===== config.mk =====
export PLATFORM = sky130hd
export DESIGN_NAME = sad_row_acc
export DESIGN_NICKNAME = d
export VERILOG_FILES = /design/src/rtl/sad_row_acc.sv
export SDC_FILE = /design/constraint.sdc
export NUM_CORES = 1
export LEC_CHECK = 0
export ABC_AREA = 1
export ABC_CLOCK_PERIOD_IN_PS = 5200
export BUFFER_PORTS_ARGS = -buffer_cell sky130_fd_sc_hd__buf_2
export CORE_MARGIN = 3
export CORE_UTILIZATION = 35
export DETAILED_ROUTE_END_ITERATION = 10
export PLACE_DENSITY = 0.61
export SLEW_MARGIN = 30
export SYNTH_ARGS = -nofsm -noshare
export SYNTH_HDL_FRONTEND = slang
export SYNTH_SLANG_ARGS = --single-unit
export TNS_END_PERCENT = 10

===== constraint.sdc =====
create_clock -name clk -period 5.2 [get_ports clk]
set_input_delay 0 -clock clk [delete_from_list [all_inputs] [get_ports clk]]
set_output_delay 0 -clock clk [all_outputs]
set_load 0.05 [all_outputs]

===== src/rtl/sad_row_acc.sv =====
// sad_row_acc -- row SAD accumulator for block-matching motion estimation.
// Stage 1 registers the 16 |ref - srh| terms of an accepted row. Stage 2 forms
// the four candidate row sums and accumulates them, with saturation, over ROWS
// rows. Stage 3 picks the minimum at block end; ties go to the lowest index.
// Optional build macro: SAD_ALL_OUT_EN adds sad0_o..sad3_o (final block totals).
module sad_row_acc #(
  parameter int ROWS  = 4,
  parameter int SAD_W = 16
) (
  input  logic                    clk,
  input  logic                    nrst,
  input  logic                    en,
  input  logic                    clr,
  input  logic [7:0]              ref0,
  input  logic [7:0]              ref1,
  input  logic [7:0]              ref2,
  input  logic [7:0]              ref3,
  input  logic [7:0]              srh0,
  input  logic [7:0]              srh1,
  input  logic [7:0]              srh2,
  input  logic [7:0]              srh3,
  input  logic [7:0]              srh4,
  input  logic [7:0]              srh5,
  input  logic [7:0]              srh6,
  output logic                    done_o,
  output logic [SAD_W-1:0]        min_sad_o,
  output logic [1:0]              min_idx_o,
  output logic [$clog2(ROWS)-1:0] row_cnt_o
`ifdef SAD_ALL_OUT_EN
  ,
  output logic [SAD_W-1:0]        sad0_o,
  output logic [SAD_W-1:0]        sad1_o,
  output logic [SAD_W-1:0]        sad2_o,
  output logic [SAD_W-1:0]        sad3_o
`endif
);

  localparam int CW = $clog2(ROWS);
  localparam int AW = SAD_W + 1;
  localparam logic [SAD_W-1:0] SAT_MAX  = '1;
  localparam logic [CW-1:0]    LAST_ROW = CW'(ROWS - 1);

  logic [7:0]       ref_px  [4];
  logic [7:0]       srh_px  [7];
  logic [7:0]       ad_q    [4][4];  // [candidate k][pixel i]
  logic             v1_q;
  logic [9:0]       row_sad [4];
  logic [AW-1:0]    acc_sum [4];
  logic [SAD_W-1:0] acc_nxt [4];
  logic [SAD_W-1:0] acc_q   [4];
  logic [CW-1:0]    row_cnt_q;
  logic             v2_last_q;
  logic [SAD_W-1:0] best_sad;
  logic [1:0]       best_idx;

  assign ref_px[0] = ref0;
  assign ref_px[1] = ref1;
  assign ref_px[2] = ref2;
  assign ref_px[3] = ref3;
  assign srh_px[0] = srh0;
  assign srh_px[1] = srh1;
  assign srh_px[2] = srh2;
  assign srh_px[3] = srh3;
  assign srh_px[4] = srh4;
  assign srh_px[5] = srh5;
  assign srh_px[6] = srh6;

  assign row_cnt_o = row_cnt_q;

  function automatic logic [7:0] absdiff(input logic [7:0] a, input logic [7:0] b);
    return (a > b) ? (a - b) : (b - a);
  endfunction

  // Stage 1: register the absolute differences of an accepted row (clr drops it)
  always_ff @(posedge clk or negedge nrst) begin
    if (!nrst) begin
      v1_q <= 1'b0;
      for (int unsigned k = 0; k < 4; k++)
        for (int unsigned i = 0; i < 4; i++)
          ad_q[k][i] <= '0;
    end else begin
      v1_q <= en && !clr;
      if (en && !clr) begin
        for (int unsigned k = 0; k < 4; k++)
          for (int unsigned i = 0; i < 4; i++)
            ad_q[k][i] <= absdiff(ref_px[i], srh_px[i + k]);
      end
    end
  end

  // Stage 2 datapath: row sums, then load (first row) or saturating add
  always_comb begin
    for (int unsigned k = 0; k < 4; k++) begin
      row_sad[k] = '0;
      for (int unsigned i = 0; i < 4; i++)
        row_sad[k] = row_sad[k] + {2'b00, ad_q[k][i]};
      acc_sum[k] = {1'b0, acc_q[k]} + AW'(row_sad[k]);
      if (row_cnt_q == '0)
        acc_nxt[k] = SAD_W'(row_sad[k]);
      else if (acc_sum[k][SAD_W])
        acc_nxt[k] = SAT_MAX;
      else
        acc_nxt[k] = acc_sum[k][SAD_W-1:0];
    end
  end

  // Stage 2 state: accumulators, row counter and last-row flag
  always_ff @(posedge clk or negedge nrst) begin
    if (!nrst) begin
      row_cnt_q <= '0;
      v2_last_q <= 1'b0;
      for (int unsigned k = 0; k < 4; k++)
        acc_q[k] <= '0;
    end else if (clr) begin
      row_cnt_q <= '0;
      v2_last_q <= 1'b0;
      for (int unsigned k = 0; k < 4; k++)
        acc_q[k] <= '0;
    end else begin
      v2_last_q <= v1_q && (row_cnt_q == LAST_ROW);
      if (v1_q) begin
        row_cnt_q <= (row_cnt_q == LAST_ROW) ? '0 : row_cnt_q + 1'b1;
        for (int unsigned k = 0; k < 4; k++)
          acc_q[k] <= acc_nxt[k];
      end
    end
  end

  // Stage 3 compare: strict less-than scan so ties keep the lowest k
  always_comb begin
    best_sad = acc_q[0];
    best_idx = '0;
    for (int unsigned k = 1; k < 4; k++) begin
      if (acc_q[k] < best_sad) begin
        best_sad = acc_q[k];
        best_idx = 2'(k);
      end
    end
  end

  // Stage 3 result: capture minimum and pulse done_o; clr does not cancel it
  always_ff @(posedge clk or negedge nrst) begin
    if (!nrst) begin
      done_o    <= 1'b0;
      min_sad_o <= '0;
      min_idx_o <= '0;
    end else begin
      done_o <= v2_last_q;
      if (v2_last_q) begin
        min_sad_o <= best_sad;
        min_idx_o <= best_idx;
      end
    end
  end

`ifdef SAD_ALL_OUT_EN
  // Final block totals, captured together with the minimum
  always_ff @(posedge clk or negedge nrst) begin
    if (!nrst) begin
      sad0_o <= '0;
      sad1_o <= '0;
      sad2_o <= '0;
      sad3_o <= '0;
    end else if (v2_last_q) begin
      sad0_o <= acc_q[0];
      sad1_o <= acc_q[1];
      sad2_o <= acc_q[2];
      sad3_o <= acc_q[3];
    end
  end
`endif

endmodule


Word-level counts from Yosys, hierarchy flattened. Cells that the tools add are included.

Flip-flop bits (word level): 215. Input bits: 92. Output and inout port bits: 21. Logic and storage cells: 136.

$add $sub $neg: 49. Order comparisons: 19. Equality and inequality tests: 1. Muxes and demuxes: 36. Reductions and logical operators: 5.

Operators with widths (count): subtractor 8 bit (32); two-way mux 16 bit (11); > comparator 8 bit (16); two-way mux 64 bit (2); two-way mux 8 bit (16); adder 16 x 10 -> 17 bit (4); < comparator 16 bit (3); adder 10 x 8 -> 10 bit (4); adder 9 x 8 -> 10 bit (4); adder 8 x 8 -> 9 bit (4); two-way mux 2 bit (5); adder 2 x 1 -> 2 bit (second input constant) (1); equality test 2 bit (second input constant) (1); logical AND 1 bit (2); logical NOT 2 bit (1); two-way mux 1 bit (2); nonzero test 2 bit (1); logical NOT 1 bit (1).

Logic depth before layout (Yosys ltp).
Word-level depth: 8. Depth in mapped cells: 38. Mapped depth without buffers: 35.

Least setup slack after synthesis. Ideal clock, no wire load.

Kind: reg2reg. Start: register acc_q[47] in the netlist's numbering. End: register min_sad_o[10]. Setup time: 118 ps. Data arrival time: 4475 ps. Required time: 5082 ps. Setup slack: 607 ps. Stages on the path, launching flop included: 28. Path buffers: 4. Period minus slack after synthesis: 4593 ps. Cells stage by stage: dfrtp_1 > ha_1 > nand2_1 > nor4_1 > nand2_1 > nand2_2 > clkbuf_1 > nand2_1 > o21ai_0 > ha_1 > a21oi_1 > or2_1 > a21oi_1 > a2111oi_2 > nand2_2 > clkbuf_1 > nand2_1 > o21ai_0 > ha_1 > a21oi_1 > nor2_1 > a211oi_1 > o221a_2 > buf_2 > clkbuf_1 > nand3_1 > nand3_1 > nand2_1.

Word-level cells in the longest chain between the ends: 6.

Ends and longest elaborated chain: start: declaration (line 50) `logic [SAD_W-1:0] acc_q [4];`; start signal: indexed assignment (line 124) `acc_q[k] <= acc_nxt[k];`; < comparator 16 bit (line 134) `if (acc_q[k] < best_sad) begin`; two-way mux 16 bit * (line 134); < comparator 16 bit (line 134); two-way mux 16 bit * (line 134); < comparator 16 bit (line 134); two-way mux 16 bit * (line 134); end signal: assignment (line 150) `min_sad_o <= best_sad;`; end: declaration (line 26) `output logic [SAD_W-1:0] min_sad_o,`.

Mark *: on every way between the ends. The rest lies on a longest branch, timed or not. A chain may end at the register's enable or synchronous reset.

Worst setup path in the final report.
Start: register ad_q[33] in the netlist's numbering. End: register acc_q[20] in the netlist's numbering.

Word-level cells in the longest chain between the ends: 6.

Ends and longest elaborated chain: start: declaration (line 45) `logic [7:0] ad_q [4][4];`; start signal: indexed assignment (line 86) `ad_q[k][i] <= absdiff(ref_px[i], srh_px[i + k]);`; adder 10 x 8 -> 10 bit * (line 96) `row_sad[k] = row_sad[k] + {2'b00, ad_q[k][i]};`; adder 16 x 10 -> 17 bit (line 97) `acc_sum[k] = {1'b0, acc_q[k]} + AW'(row_sad[k]);`; two-way mux 16 bit (line 100) `else if (acc_sum[k][SAD_W])`; two-way mux 16 bit * (line 98) `if (row_cnt_q == '0)`; two-way mux 64 bit * (line 121) `if (v1_q) begin`; two-way mux 64 bit * (line 114) `end else if (clr) begin`.

Mark *: on every way between the ends. The rest lies on a longest branch, timed or not. The select of a mux whose other input is x is not followed.

==> metrics.txt <==
largest net degree at the start of global routing=82; area delta synth->final=12.73%; Hold WC Path Type=in -> async; Storage cell area=5380 sq um; crit path capture=acc_q[20]; critical path class=reg -> reg; Die Ht=259.6 microns; total gr overflow=0; Starting Density=between 30% and 40%; first-pass GRT wire length=113.0 mm; Reg2Reg Setup Slack=about 0.32 ns; vias per cell=just over 5; reg2reg path depth=24; Max VDD drop=444.8 uV; Slew HR=between 40% and 50%; Max clock buf depth=3; CTS tree=yes; post-synthesis register bit count=between 200 and 250; Routed Antenna Nets=0; # setup viols final=0; Post-Syn Area per Cell=between 7 and 8 sq um; most frequent cells in the layout=nand2_1 (745), ha_1 (363), inv_1 (264), a21oi_1 (248), o21ai_0 (224); Worst EP arrival=5.37 ns; post-layout instance area=~25000 sq um; H-Tree Depth=1; global placement routability congestion=between 0.9 and 1; Crit Path Max Fanout=8; WL final=72.25 mm; fin crit period=4.885 ns; Slew Limit Fails=0; number of enable flip-flop cells after synthesis=0; DR iter-0 viols=around 1400; Slew @ Worst Pin=about 0.9 ns; die footprint=approximately 67000 sq um; num rows=92; TritonRoute pass-1 iters=5; layout cells sized above 1=about 8.0%; yosys warns=0; CTS Buf Count=26; Mapped Cells=approximately 2800; HPWL after DPL=about 58 mm; FMAX=0.2047 GHz; clock-pin slew of the registers on the worst-case setup and hold paths=around 0.060 ns; Sink Count=between 200 and 250; fin util=40.09%; clk_skew=0.03294 ns; min setup slack post-route=approximately 0.32 ns; syn_nets=roughly 3400; count of cell types in the netlist=47; DRC violations left=0; initial antenna violation count=2; Post-Syn Area=22510 sq um; latest clock arrival within the worst-skew pair=~0.56 ns; Hold Vio Cnt, Final=0; R2R Path End=acc_q[20]; post-route clock period utilization=around 94%; total chip power=~15 mW; ys async rst share=100.0%; via count=slightly below 20000; Critical Path Source Type=register; vias in the first global route=about 20000; Port Buf Inserts=112; # nets final=between 3000 and 4000; area of the multi-input gates=approximately 16000 sq um; Placed Area=between 20000 and 25000 sq um; FF-to-FF Start=ad_q[33]; Fill cells=between 6000 and 7000; max-capacitance violation count=0; Critical Path Start=ad_q[33]; Clock Tree Root=clkbuf_16; Main synth FF type=dfrtp_1; GRT Util Overall=21.27%; status=completed; Pwr Density=around 600 nW/um^2; most common cell after layout, fill and taps aside=nand2_1; WL/cell=18.87 microns; hold_ws=between 0.02 and 0.025 ns; dpl ws=between 0.2 and 0.3 ns; Lkg Pwr=~13 nW; Die X=about 260 microns; Core Area=63310 sq um; Required @ worst endpoint=5.68 ns; IO Count=about 110; endpoint kind of the worst setup timing path=register; post-synthesis sequential area ratio=23.90%
[area by class of cell]
type / count / area share [%]
clock inverter: 14 / 0.5620
inverter: 273 / 4.038
tap: 846 / 4.171
multi-input combinational: 2272 / 62.79
timing repair buffer: 175 / 4.403
sequential: 215 / 21.20
clock buffer: 33 / 2.825
antenna: 1 / 0.009860
[synthesized netlist by cell type (7+ instances only)]
cell type | number | share of area (%)
nor2_1 | 82 | 1.4
nand2_1 | 745 | 12
ha_1 | 363 | 20
nand3_1 | 84 | 1.9
xnor2_1 | 55 | 2.1
or2_2 | 9 | 0.25
a21o_1 | 12 | 0.40
o21bai_1 | 20 | 0.67
a221oi_1 | 22 | 0.86
a211oi_1 | 8 | 0.27
inv_1 | 266 | 4.4
dfrtp_1 | 215 | 24
a21oi_1 | 250 | 5.6
fa_1 | 100 | 8.9
nor3_1 | 16 | 0.36
mux2i_1 | 35 | 1.6
clkbuf_1 | 47 | 0.78
o21ai_0 | 229 | 5.1
nand4_1 | 14 | 0.39
o22ai_1 | 24 | 0.67
a22o_1 | 16 | 0.62
o221ai_1 | 32 | 1.2
a221o_1 | 7 | 0.31
a31oi_1 | 14 | 0.39
xor2_1 | 96 | 3.7
buf_1 | 10 | 0.17
[timing repair]
item,CTS,global route
endpoints found under the setup margin,0,44
hold buffers,15,0
setup buffers,0,6
endpoints found under the hold margin,98,0
resized for setup,0,17
[routing by layer]
layer | vias up | track usage, % | part of all wire (%)
met1 | 9443 | 29.52 | 47
met4 | 0 | 5.014 | 2.4
met2 | 493 | 35.51 | 47
met5 | - | 0 | 0
li1 | 9825 | - | -
met3 | 101 | 2.337 | 4.4
[worst max-delay path, stage by stage (launching register included)]
cell	delay [ns]
dfrtp_1	0.43
fa_1	0.60
fa_1	0.44
ha_1	0.24
fa_1	0.41
a21oi_1	0.15
o21bai_1	0.10
xor2_1	0.13
inv_1	0.07
ha_1	0.36
inv_1	0.06
nor2_1	0.13
a221oi_2	0.08
or2_1	0.23
nand2_1	0.07
a21oi_2	0.06
o21ai_1	0.20
nand2_1	0.14
nor2_2	0.14
nand2_1	0.14
inv_2	0.16
nor2_1	0.07
inv_2	0.15
o21ai_0	0.10
o21ai_1	0.15
[per-stage QoR]
stage	TNS [ns]	instances
2_1_floorplan	0	2820
3_3_place_gp	0	3758
3_5_place_dp	0	3758
4_1_cts	0	3820
5_1_grt	-0.01301	3829
6_report	0	3829
[cells by family (layout without fill, tap and decap cells)]
| group | after synthesis | after routing | synth area share (%) |
|---|---|---|---|
| xor gates and xnor gates | 151 | 151 | 5.875 |
| adders and majority gates | 463 | 463 | 29.07 |
| AOI/OAI and AO/OA | 653 | 653 | 16.73 |
| other | 0 | 1 | 0 |
| and+or+nand+nor | 969 | 970 | 17.25 |
| buffers and inverters | 334 | 495 | 5.630 |
| muxes | 35 | 35 | 1.556 |
| DFF | 215 | 215 | 23.90 |
[power by group]
part | total, mW | leakage [nW] | internal (mW) | switching (mW)
registers | 2.38 | 2.75 | 2.03 | 0.348
clock network | 1.87 | 0.420 | 1.08 | 0.789
logic | 11.1 | 9.96 | 4.35 | 6.71
[how the worst min path moves through the flow]
stage,depth (start not counted),startpoint,to
2_1_floorplan,0,nrst,acc_q[0]
3_3_place_gp,1,nrst,acc_q[49]
3_5_place_dp,1,nrst,acc_q[49]
4_1_cts,4,srh0[1],ad_q[121]
5_1_grt,5,srh6[4],ad_q[4]
6_report,2,nrst,acc_q[49]
[registers in the layout (all words and copies together), names as in the netlist]
name       count
min_sad_o     16
acc_q         64
ad_q         128
v1_q           1
v2_last_q      1
row_cnt_o      2
done_o         1
min_idx_o      2
Note: power is estimated with default switching activity, not from simulation.
